## src/rtl/trace_pkg.sv

```systemverilog
// trace_pkg: shared trace record type, store-size encoding and default buffer depth
package trace_pkg;
  localparam int DEPTH_DEFAULT = 8;
  typedef enum logic [1:0] {
    WOP_NONE = 2'd0,
    WOP_BYTE = 2'd1,
    WOP_HALF = 2'd2,
    WOP_WORD = 2'd3
  } wop_e;
  typedef struct packed {
    logic [31:0] seq;
    logic [31:0] pc;
    logic [31:0] instr;
    logic [4:0]  rd;
    logic        rd_we;
    logic [31:0] rd_data;
    logic [1:0]  wop;
    logic [31:0] waddr;
    logic [31:0] wdata;
  } trace_rec_t;
  localparam int REC_W = $bits(trace_rec_t);
endpackage

```

## src/rtl/trace_fifo.sv

```systemverilog
// trace_fifo: synchronous FIFO (push/din in; pop in; dout/full/empty/level out), pop frees room for a same-cycle push
module trace_fifo #(
  parameter int W = 8,
  parameter int DEPTH = 8
) (
  input  logic                   clk,
  input  logic                   reset,
  input  logic                   push,
  input  logic [W-1:0]           din,
  input  logic                   pop,
  output logic [W-1:0]           dout,
  output logic                   full,
  output logic                   empty,
  output logic [$clog2(DEPTH):0] level
);
  localparam int AW = $clog2(DEPTH);
  logic [W-1:0] mem_q [DEPTH];
  logic [AW-1:0] wr_q, rd_q;
  logic [AW:0] level_q, level_d;
  logic push_ok, pop_ok;
  assign empty = level_q == '0;
  assign full = level_q == (AW+1)'(DEPTH);
  assign pop_ok = pop & ~empty;
  assign push_ok = push & (~full | pop_ok);
  assign dout = empty ? '0 : mem_q[rd_q];
  assign level = level_q;
  always_comb level_d = level_q + (AW+1)'(push_ok) - (AW+1)'(pop_ok);
  always_ff @(posedge clk) begin
    if (reset) begin
      wr_q <= '0;
      rd_q <= '0;
      level_q <= '0;
    end else begin
      wr_q <= wr_q + AW'(push_ok);
      rd_q <= rd_q + AW'(pop_ok);
      level_q <= level_d;
    end
  end
  always_ff @(posedge clk) if (push_ok) mem_q[wr_q] <= din;
endmodule

```

## src/rtl/commit_trace_buffer.sv

```systemverilog
// commit_trace_buffer: normalises retirements (retire_* in) into seq-numbered records on out_valid/out_ready/out_rec, with level/overflow/drop_count status
module commit_trace_buffer
  import trace_pkg::*;
#(
  parameter int DEPTH = DEPTH_DEFAULT,
  parameter int CNT_W = 16
) (
  input  logic                   clk,
  input  logic                   reset,
  input  logic                   trace_en,
  input  logic                   retire_valid,
  input  logic [31:0]            retire_pc,
  input  logic [31:0]            retire_instr,
  input  logic [4:0]             retire_rd,
  input  logic                   retire_rd_we,
  input  logic [31:0]            retire_rd_data,
  input  logic [1:0]             retire_wop,
  input  logic [31:0]            retire_waddr,
  input  logic [31:0]            retire_wdata,
  output logic                   out_valid,
  input  logic                   out_ready,
  output trace_rec_t             out_rec,
  output logic [$clog2(DEPTH):0] level,
  output logic                   overflow,
  output logic [CNT_W-1:0]       drop_count
);
  trace_rec_t rec_d;
  logic [REC_W-1:0] fifo_dout;
  logic [31:0] seq_q;
  logic [CNT_W-1:0] drop_q;
  logic overflow_q, cap, full, empty, stored, dropped;
  wop_e wop;
  assign wop = wop_e'(retire_wop);
  assign cap = retire_valid & trace_en;
  // A pop in the same cycle frees a slot, so only a full buffer with no pop drops
  assign stored = cap & (~full | (out_valid & out_ready));
  assign dropped = cap & ~stored;
  assign out_valid = ~empty;
  assign out_rec = trace_rec_t'(fifo_dout);
  assign overflow = overflow_q;
  assign drop_count = drop_q;
  always_comb begin
    rec_d = '0;
    rec_d.seq = seq_q;
    rec_d.pc = retire_pc;
    rec_d.instr = retire_instr;
    rec_d.rd = retire_rd;
    rec_d.rd_we = retire_rd_we & (|retire_rd);
    rec_d.rd_data = (|retire_rd) ? retire_rd_data : '0;
    rec_d.wop = retire_wop;
    rec_d.waddr = wop == WOP_NONE ? '0 : retire_waddr;
    rec_d.wdata = wop == WOP_BYTE ? {24'b0, retire_wdata[7:0]} :
                  wop == WOP_HALF ? {16'b0, retire_wdata[15:0]} :
                  wop == WOP_WORD ? retire_wdata : '0;
  end
  trace_fifo #(.W(REC_W), .DEPTH(DEPTH)) u_fifo (
    .clk(clk),
    .reset(reset),
    .push(cap),
    .din(rec_d),
    .pop(out_ready),
    .dout(fifo_dout),
    .full(full),
    .empty(empty),
    .level(level)
  );
  always_ff @(posedge clk) begin
    if (reset) begin
      seq_q <= '0;
      drop_q <= '0;
      overflow_q <= 1'b0;
    end else begin
      seq_q <= seq_q + 32'(stored);
      if (dropped) begin
        overflow_q <= 1'b1;
        drop_q <= (&drop_q) ? drop_q : drop_q + 1'b1;
      end
    end
  end
endmodule

```

## config.mk

```make
export PLATFORM = sky130hd
export DESIGN_NAME = commit_trace_buffer
export DESIGN_NICKNAME = d
export VERILOG_FILES = /design/src/rtl/trace_pkg.sv /design/src/rtl/trace_fifo.sv /design/src/rtl/commit_trace_buffer.sv
export SDC_FILE = /design/constraint.sdc
export NUM_CORES = 1
export LEC_CHECK = 0
export CAP_MARGIN = 20
export CORE_MARGIN = 2
export CORE_UTILIZATION = 53
export CTS_CLUSTER_SIZE = 30
export DETAILED_ROUTE_END_ITERATION = 10
export PLACE_DENSITY_LB_ADDON = 0.2
export SETUP_SLACK_MARGIN = 0.05
export SYNTH_ARGS = -nofsm -noshare
export SYNTH_HDL_FRONTEND = slang
export SYNTH_SLANG_ARGS = --single-unit
```

## constraint.sdc

```tcl
create_clock -name clk -period 18.3 [get_ports clk]
set_input_delay 3.66 -clock clk [delete_from_list [all_inputs] [get_ports clk]]
set_output_delay 3.66 -clock clk [all_outputs]
set_load 0.01 [all_outputs]
```

; ---- Word level (Yosys, flattened, before mapping)
; Memory sizes are Yosys's and may differ from the RTL's. A register that Yosys moved wholly into a read port is not among the register bits.
; Cells that the tools add are included.
[totals]
memories = 1
mem_bits_rw = 1600
reg_bits = 59
output_inout_bits = 222
[op_classes]
reduce_logical = 5
n_addsub = 6
bitwise_logic = 10
muxes = 9
eq_ne = 4
[memory_table]
columns = memory, words, width, read_ports, rd_ports_with_merged_regs, wr, line
row1 = u_fifo.mem_q, 8, 200, 1, 1, 1, trace_fifo.sv:17  ; logic [W-1:0] mem_q [DEPTH];
[op_table]
columns = operator, n
row1 = 2-to-1 mux 200 bit, 1
row2 = 2-to-1 mux 32 bit, 5
row3 = adder 32 x 1 -> 32 bit, 1
row4 = adder 16 x 1 -> 16 bit (second input constant), 1
row5 = AND reduction 16 bit, 1
row6 = adder 3 x 1 -> 3 bit, 2
row7 = bitwise AND 1 bit, 5
row8 = OR reduction 5 bit, 1
row9 = adder 4 x 1 -> 4 bit, 1
row10 = == test 2 bit (second input constant), 2
row11 = == test 4 bit (second input constant), 1
row12 = logical NOT 4 bit, 1
row13 = NOT 1 bit, 4
row14 = subtractor 4 x 1 -> 4 bit, 1
row15 = 2-to-1 mux 3 bit, 1
row16 = == test 2 x 1 -> 1 bit (second input constant), 1
row17 = logical NOT 2 bit, 1
row18 = 2-to-1 mux 1 bit, 2
row19 = AND reduction 2 bit, 1
row20 = OR 1 bit, 1

; ---- Depth between registers and ports, before layout
; Gate-level depths: netlist (run 1).
[depth]
word_depth = 8
ltp_mapped = 13
mapped_depth_nobuf = 12

; ---- By module
; From an unflattened synthesis (run 1), not the netlist that was laid out.
[hier_totals]
hier_cells = 2782
hier_area_um2 = 63199.4
[by_module_without_submodules]
columns = module, area_each_um2, n_inst, cells_per_inst
row1 = trace_fifo, 60247.8, 1, 2401
row2 = commit_trace_buffer, 2951.6, 1, 381

; ---- Least setup slack after synthesis (run 1)
; Ideal clock, no wire load.
[synth_timing]
path_kind = input to register
startpoint = input out_ready
endpoint = memory u_fifo.mem_q[0][0] (netlist name), enable pin
t_arrival_ns = 17.824
cell_stages = 5
path_slack_ns = -0.530
setup_ns = 1.006
cell_sequence = and2b_2 nor3_1 a21oi_1 nand2b_1 nor3_1
[synth_via]
elab_chain_len = 5
[synth_rtl]
columns = item, line
row1 = from (decl), commit_trace_buffer.sv:21  ; input logic out_ready,
row2 = bitwise AND 1 bit, trace_fifo.sv:23  ; assign pop_ok = pop & ~empty;
row3 = OR 1 bit, trace_fifo.sv:24  ; assign push_ok = push & (~full | pop_ok);
row4 = bitwise AND 1 bit, trace_fifo.sv:24
row5 = 2-to-1 mux 1 bit, trace_fifo.sv:39  ; always_ff @(posedge clk) if (push_ok) mem_q[wr_q] <= din;
row6 = 2-to-1 mux 1 bit (not written as such), trace_fifo.sv:39
row7 = to (decl), trace_fifo.sv:17
; Every way passes these cells.

==> flow_summary.ini, run 1 <==
[grt]
antenna_found_initial = 16
gr-total-overflow = 0
grt.total_usage_pct = 22.6
grt_max_degree = 151
grt_pass1_wl_um = 203000
grt_pass1_vias = 32100

[power]
p_seq_share_pct = 43.4
vdd_drop_max_uv = 158
swShare_pct = 26.6
internal_power_mw = 7.29
p_comb_share_pct = 24.5
switching_power_mw = 2.64
p_clk_share_pct = 32.2
power.leakage_nw = 23.2
power_density_nw_per_um2 = 133

[layout]
fillers = 8054
areaGrowthSynthToFinish_pct = 17.3
drive_above_1_share_pct = 19.8
fin_cells = 5176
final_cell_mix = edfxtp_1 (1,600), mux4_2 (400), clkdlybuf4s50_1 (393)
layout_commonest_cell = edfxtp_1
fin_nets = 3608
design_area_um2 = 74900
utilization_pct = 62.6

[clock_tree]
clockBufferDepth = 3
hold_buffers = 0
cts-resized-gates = 0
clkSlewWorstSetupHoldPaths_ps = 60
cts_tree = done
cts_setup_buffers = 0
root_buffer = clkbuf_16
cts_sinks = 1659
h-tree-depth = 4
clock_latency_ps = 780
cts_buffers = 163

[setup_path]
crit_fanout = 115
path_common_cell = buf_4
slowest_stage = dfxtp_4
reg2reg_to = u_fifo.mem_q[0][74]
path_cells = buf_4 > buf_12 > buf_4 > mux4_2 > mux2i_1 > nor2_1 > clkdlybuf4s50_1
critPathLaunch = u_fifo.rd_q[0]
crit_end = out_rec[74]
crit_required_ps = 14640
arrival_ps = 5720
r2r_setup_slack_ps = 13390
worstSetupPathType = flip-flop to output pin
critPathMaxStageDelay_ps = 920
r2r-start = u_fifo.level[3]
reg2regPathDepth = 11
startpoint_type = flip-flop
critPathCaptureType = output pin

[routing]
drt_iter0_markers = 2622
post-route-drc-count = 0
wl_um = 138000
num_vias = 30600
vias_per_cell = 5.91
first_pass_iters = 7
wire_per_inst_um = 26.7
ant_nets = 0

[synthesis]
synth.avg_cell_area_um2 = 21.6
synth_fp_nets = 3149
synth_flop_cell = edfxtp_1
syn-instance-count = 2962
synth_edf_count = 1600
muxShareOfSynthArea_pct = 17.3
synth-seq-area-share_pct = 77.1
synth_area_um2 = 63900
synthArstFlopShare_pct = 0
synth_warnings = 0
synthAdderAreaFrac_pct = 0.286
synth-seq-cells = 1659
synth_cell_types = 41
synth-simple-area-share_pct = 3.60
synth_top_family_by_area = multiplexers
synth-xor-area-share_pct = 0.645
synth-compound-area-share_pct = 0.0784

[sta]
max_slew.worst_pin.slew_ps = 1180
hold_viol_final = 0
rsz0062_at_grt = no
drv_slew = 0
period_needed_ps = 9380
holdWs_ps = 483
fin_worst_skew_ps = 19.9
slew_headroom_pct = 21.7
fin_crit_sh_pct = 51.3
tns_ps = 0
fmax_mhz = 107
setup_viol = 0

[die]
die_area_um2 = 123000
io_pins = 395
start_util_pct = 53.4
coreArea_um2 = 120000
die_h_um = 351
rows = 127
dieWidth_um = 351

[placement]
gp_congestion = 0.766
place_inst = 4866
io_buffers = 394
detailed_place.area_um2 = 69700
hpwl_um = 74000

[flow_run]
maxCapViolCount = 0

[hold_path]
min_from = overflow
min_path_type = flip-flop to flip-flop

[run_status]
status = finished clean
-- cells in the mapped netlist, types with 4 or more instances --
cell	count	area share, %
a21oi_1	4	0.031
and2_1	12	0.12
and3_1	24	0.24
and4_1	4	0.055
buf_1	12	0.071
buf_2	40	0.31
clkbuf_1	102	0.60
dfxtp_1	59	1.8
edfxtp_1	1600	75
ha_1	13	0.25
inv_1	10	0.059
mux2i_1	201	3.2
mux4_2	400	14
nand2_1	17	0.10
nand3_1	21	0.16
nand4_1	17	0.17
nor2_1	263	1.5
nor2b_1	82	0.80
nor3_1	5	0.039
xnor2_1	11	0.15
xor2_1	36	0.49
-- worst max-delay path, delay by kind of cell (launching register included) --
| kind | cells | cell delay [ps] |
|---|---|---|
| simple gates | 1 | 60 |
| mux | 2 | 750 |
| buf+inv | 4 | 2970 |
| flops | 1 | 920 |
-- sequential cells by signal, indices dropped and copies added (netlist names) --
signal / count
drop_count: 16
seq_q: 32
u_fifo.wr_q: 3
u_fifo.level: 4
u_fifo.rd_q: 3
u_fifo.mem_q: 1600
overflow: 1
-- layout make-up --
| type | count | area (um2) | share of cell area [%] |
|---|---|---|---|
| clock inverters | 97 | 791 | 1.06 |
| multi-input cells | 1139 | 14000 | 18.8 |
| diodes | 8 | 20.0 | 0.0267 |
| clock buffers | 203 | 4310 | 5.76 |
| well taps | 1612 | 2020 | 2.69 |
| inverters | 10 | 37.5 | 0.0501 |
| repair buffers | 448 | 4440 | 5.93 |
| flip-flops and latches | 1659 | 49200 | 65.7 |
-- stage by stage --
step / total power [mW] / setup slack, ps
after floorplan: 5.78 / 4840
after global placement: 6.83 / 9450
after detailed placement: 6.86 / 9450
after CTS: 10.1 / 8570
after global routing: 10.3 / 8270
final: 9.93 / 8920
-- worst min-delay path by stage --
stage | to | slack [ps] | depth (start not counted)
floorplan | overflow | 500 | 2
global placement | overflow | 460 | 2
detailed placement | overflow | 470 | 2
CTS | overflow | 480 | 2
global route | overflow | 500 | 2
finish | overflow | 480 | 2
-- cell families (layout without fill, tap and decap cells) --
| group | Yosys count | count (layout) |
|---|---|---|
| adder cells (fa/ha/maj) | 14 | 14 |
| XOR/XNOR | 47 | 47 |
| other | 0 | 8 |
| AND/OR/NAND/NOR | 468 | 468 |
| buffers and inverters | 164 | 758 |
| AO/OA/AOI/OAI | 9 | 9 |
| flip-flops | 1659 | 1659 |
| multiplexers | 601 | 601 |
-- per-layer routing --
layer | part of all wire [%] | global-route usage (%) | vias up
li1 | - | - | 13100
met1 | 40 | 29.9 | 16300
met2 | 51 | 38.0 | 1037
met3 | 6.6 | 4.34 | 220
met4 | 2.5 | 7.61 | 18
met5 | 0.081 | 0 | -
-- power by group through the flow --
stage               Clock [mW]  Sequential [mW]  Combinational, mW
floorplan                    0             4.36               1.42
global placement             0             4.38               2.45
detailed placement           0             4.39               2.47
CTS                       3.26             4.31               2.48
global route              3.40             4.32               2.60
finish                    3.20             4.31               2.43
Power figures use the tool's default switching activity.
==> run 2, diff against run 1 <==
CORE_UTILIZATION = 55   (was 53)
clock period = 8.97 ns   (was 18.3 ns; I/O delays follow)
==> run 2 against run 1 <==
Critical path depth shrank 2. Critical path type unchanged. Via count shrank 0.55%. Cell count shrank 1.7%.
==> flow_summary.ini, run 2 (same netlist as run 1, synthesis figures left out) <==
[clock_tree]
cts_tree = done
cts_buffers = 165
cts_setup_buffers = 0
clockBufferDepth = 3
clkSlewWorstSetupHoldPaths_ps = 60
hold_buffers = 0
cts_sinks = 1659
clock_latency_ps = 750
root_buffer = clkbuf_16
h-tree-depth = 4
cts-resized-gates = 0

[sta]
fin_worst_skew_ps = 16.3
max_slew.worst_pin.slew_ps = 1240
slew_headroom_pct = 17.3
rsz0062_at_grt = no
tns_ps = 0
drv_slew = 0
hold_viol_final = 0
setup_viol = 0
fmax_mhz = 167
period_needed_ps = 5990
fin_crit_sh_pct = 66.7

[setup_path]
crit_required_ps = 7180
reg2regPathDepth = 9
critPathCaptureType = output pin
arrival_ps = 4190
crit_fanout = 50
startpoint_type = flip-flop
worstSetupPathType = flip-flop to output pin

[power]
vdd_drop_max_uv = 290
power_density_nw_per_um2 = 272
p_seq_share_pct = 43.1
power.leakage_nw = 23.3
swShare_pct = 26.3
switching_power_mw = 5.36
internal_power_mw = 15.0
p_clk_share_pct = 32.5
p_comb_share_pct = 24.4

[routing]
vias_per_cell = 5.98
num_vias = 30400
ant_nets = 0
drt_iter0_markers = 2869
wl_um = 137000
post-route-drc-count = 0
first_pass_iters = 5
wire_per_inst_um = 26.8

[layout]
drive_above_1_share_pct = 19.9
largest_reg_flops = 1600
areaGrowthSynthToFinish_pct = 17.5
fin_nets = 3605
fin_cells = 5088
layout_commonest_cell = edfxtp_1
final_cell_mix = edfxtp_1 (1,600), mux4_2 (400), clkdlybuf4s50_1 (393)
top_register = u_fifo.mem_q

[die]
die_h_um = 345
die_area_um2 = 119000
rows = 125
start_util_pct = 55.2
coreArea_um2 = 116000
io_pins = 395
dieWidth_um = 345

[hold_path]
min_path_type = flip-flop to flip-flop
hold_depth = 2

[run_status]
status = finished clean

[placement]
place_inst = 4774
io_buffers = 394
gp_congestion = 0.773
hpwl_um = 72900

[grt]
grt.total_usage_pct = 23.1
grt_pass1_vias = 32000
grt_max_degree = 173
grt_pass1_wl_um = 202000
antenna_found_initial = 12
gr-total-overflow = 0

[flow_run]
maxCapViolCount = 0
## run 2: area by class of cell
class / count / area (um2)
diodes: 12 / 30.0
clock buffers: 205 / 4370
clock inverters: 96 / 860
fillers: 7533 / 40700
inverters: 10 / 37.5
multi-input cells: 1139 / 14000
flip-flops and latches: 1659 / 49200
well taps: 1524 / 1910
repair buffers: 443 / 4510
## run 2: layer usage
layer | GRT usage (%) | part of all wire, %
met1 | 32.4 | 41
met2 | 38.1 | 50
met3 | 3.81 | 6.5
met4 | 6.61 | 2.1
met5 | 0 | 0.051
## run 2: worst paths after layout
check                         endpoint  slack [ps]             from
setup / recovery           out_rec[23]        2980   u_fifo.rd_q[0]
setup reg to reg  u_fifo.mem_q[4][104]        5090  u_fifo.level[2]
hold / removal                overflow         480         overflow
hold reg to reg               overflow         480         overflow
## run 2: power by group through the flow
stage	registers (mW)	clock network, mW	logic, mW
after floorplan	8.91	0	2.89
after CTS	8.80	6.74	5.07
final	8.79	6.62	4.98
after detailed placement	8.96	0	5.05
after global routing	8.81	7.05	5.33
after global placement	8.94	0	5.02
## run 2: worst max-delay path: stages, from the launching register on
cell and delay, ps:
dfxtp_4 940, buf_4 890, mux4_2 600, mux2i_1 320
nor2_1 90, clkdlybuf4s50_1 530
## run 2: stage by stage
stage	cell area (um2)	setup slack [ps]	utilization (%)	power (mW)	hold WS, ps
4_1_cts	74900	2760	64.8	20.6	479
6_report	75000	2980	64.8	20.4	477
3_5_place_dp	69700	3480	60.2	14.0	463
2_1_floorplan	63900	-2620	-	11.8	505
5_1_grt	75000	2630	64.8	21.2	508
3_3_place_gp	69700	3510	60.2	14.0	452
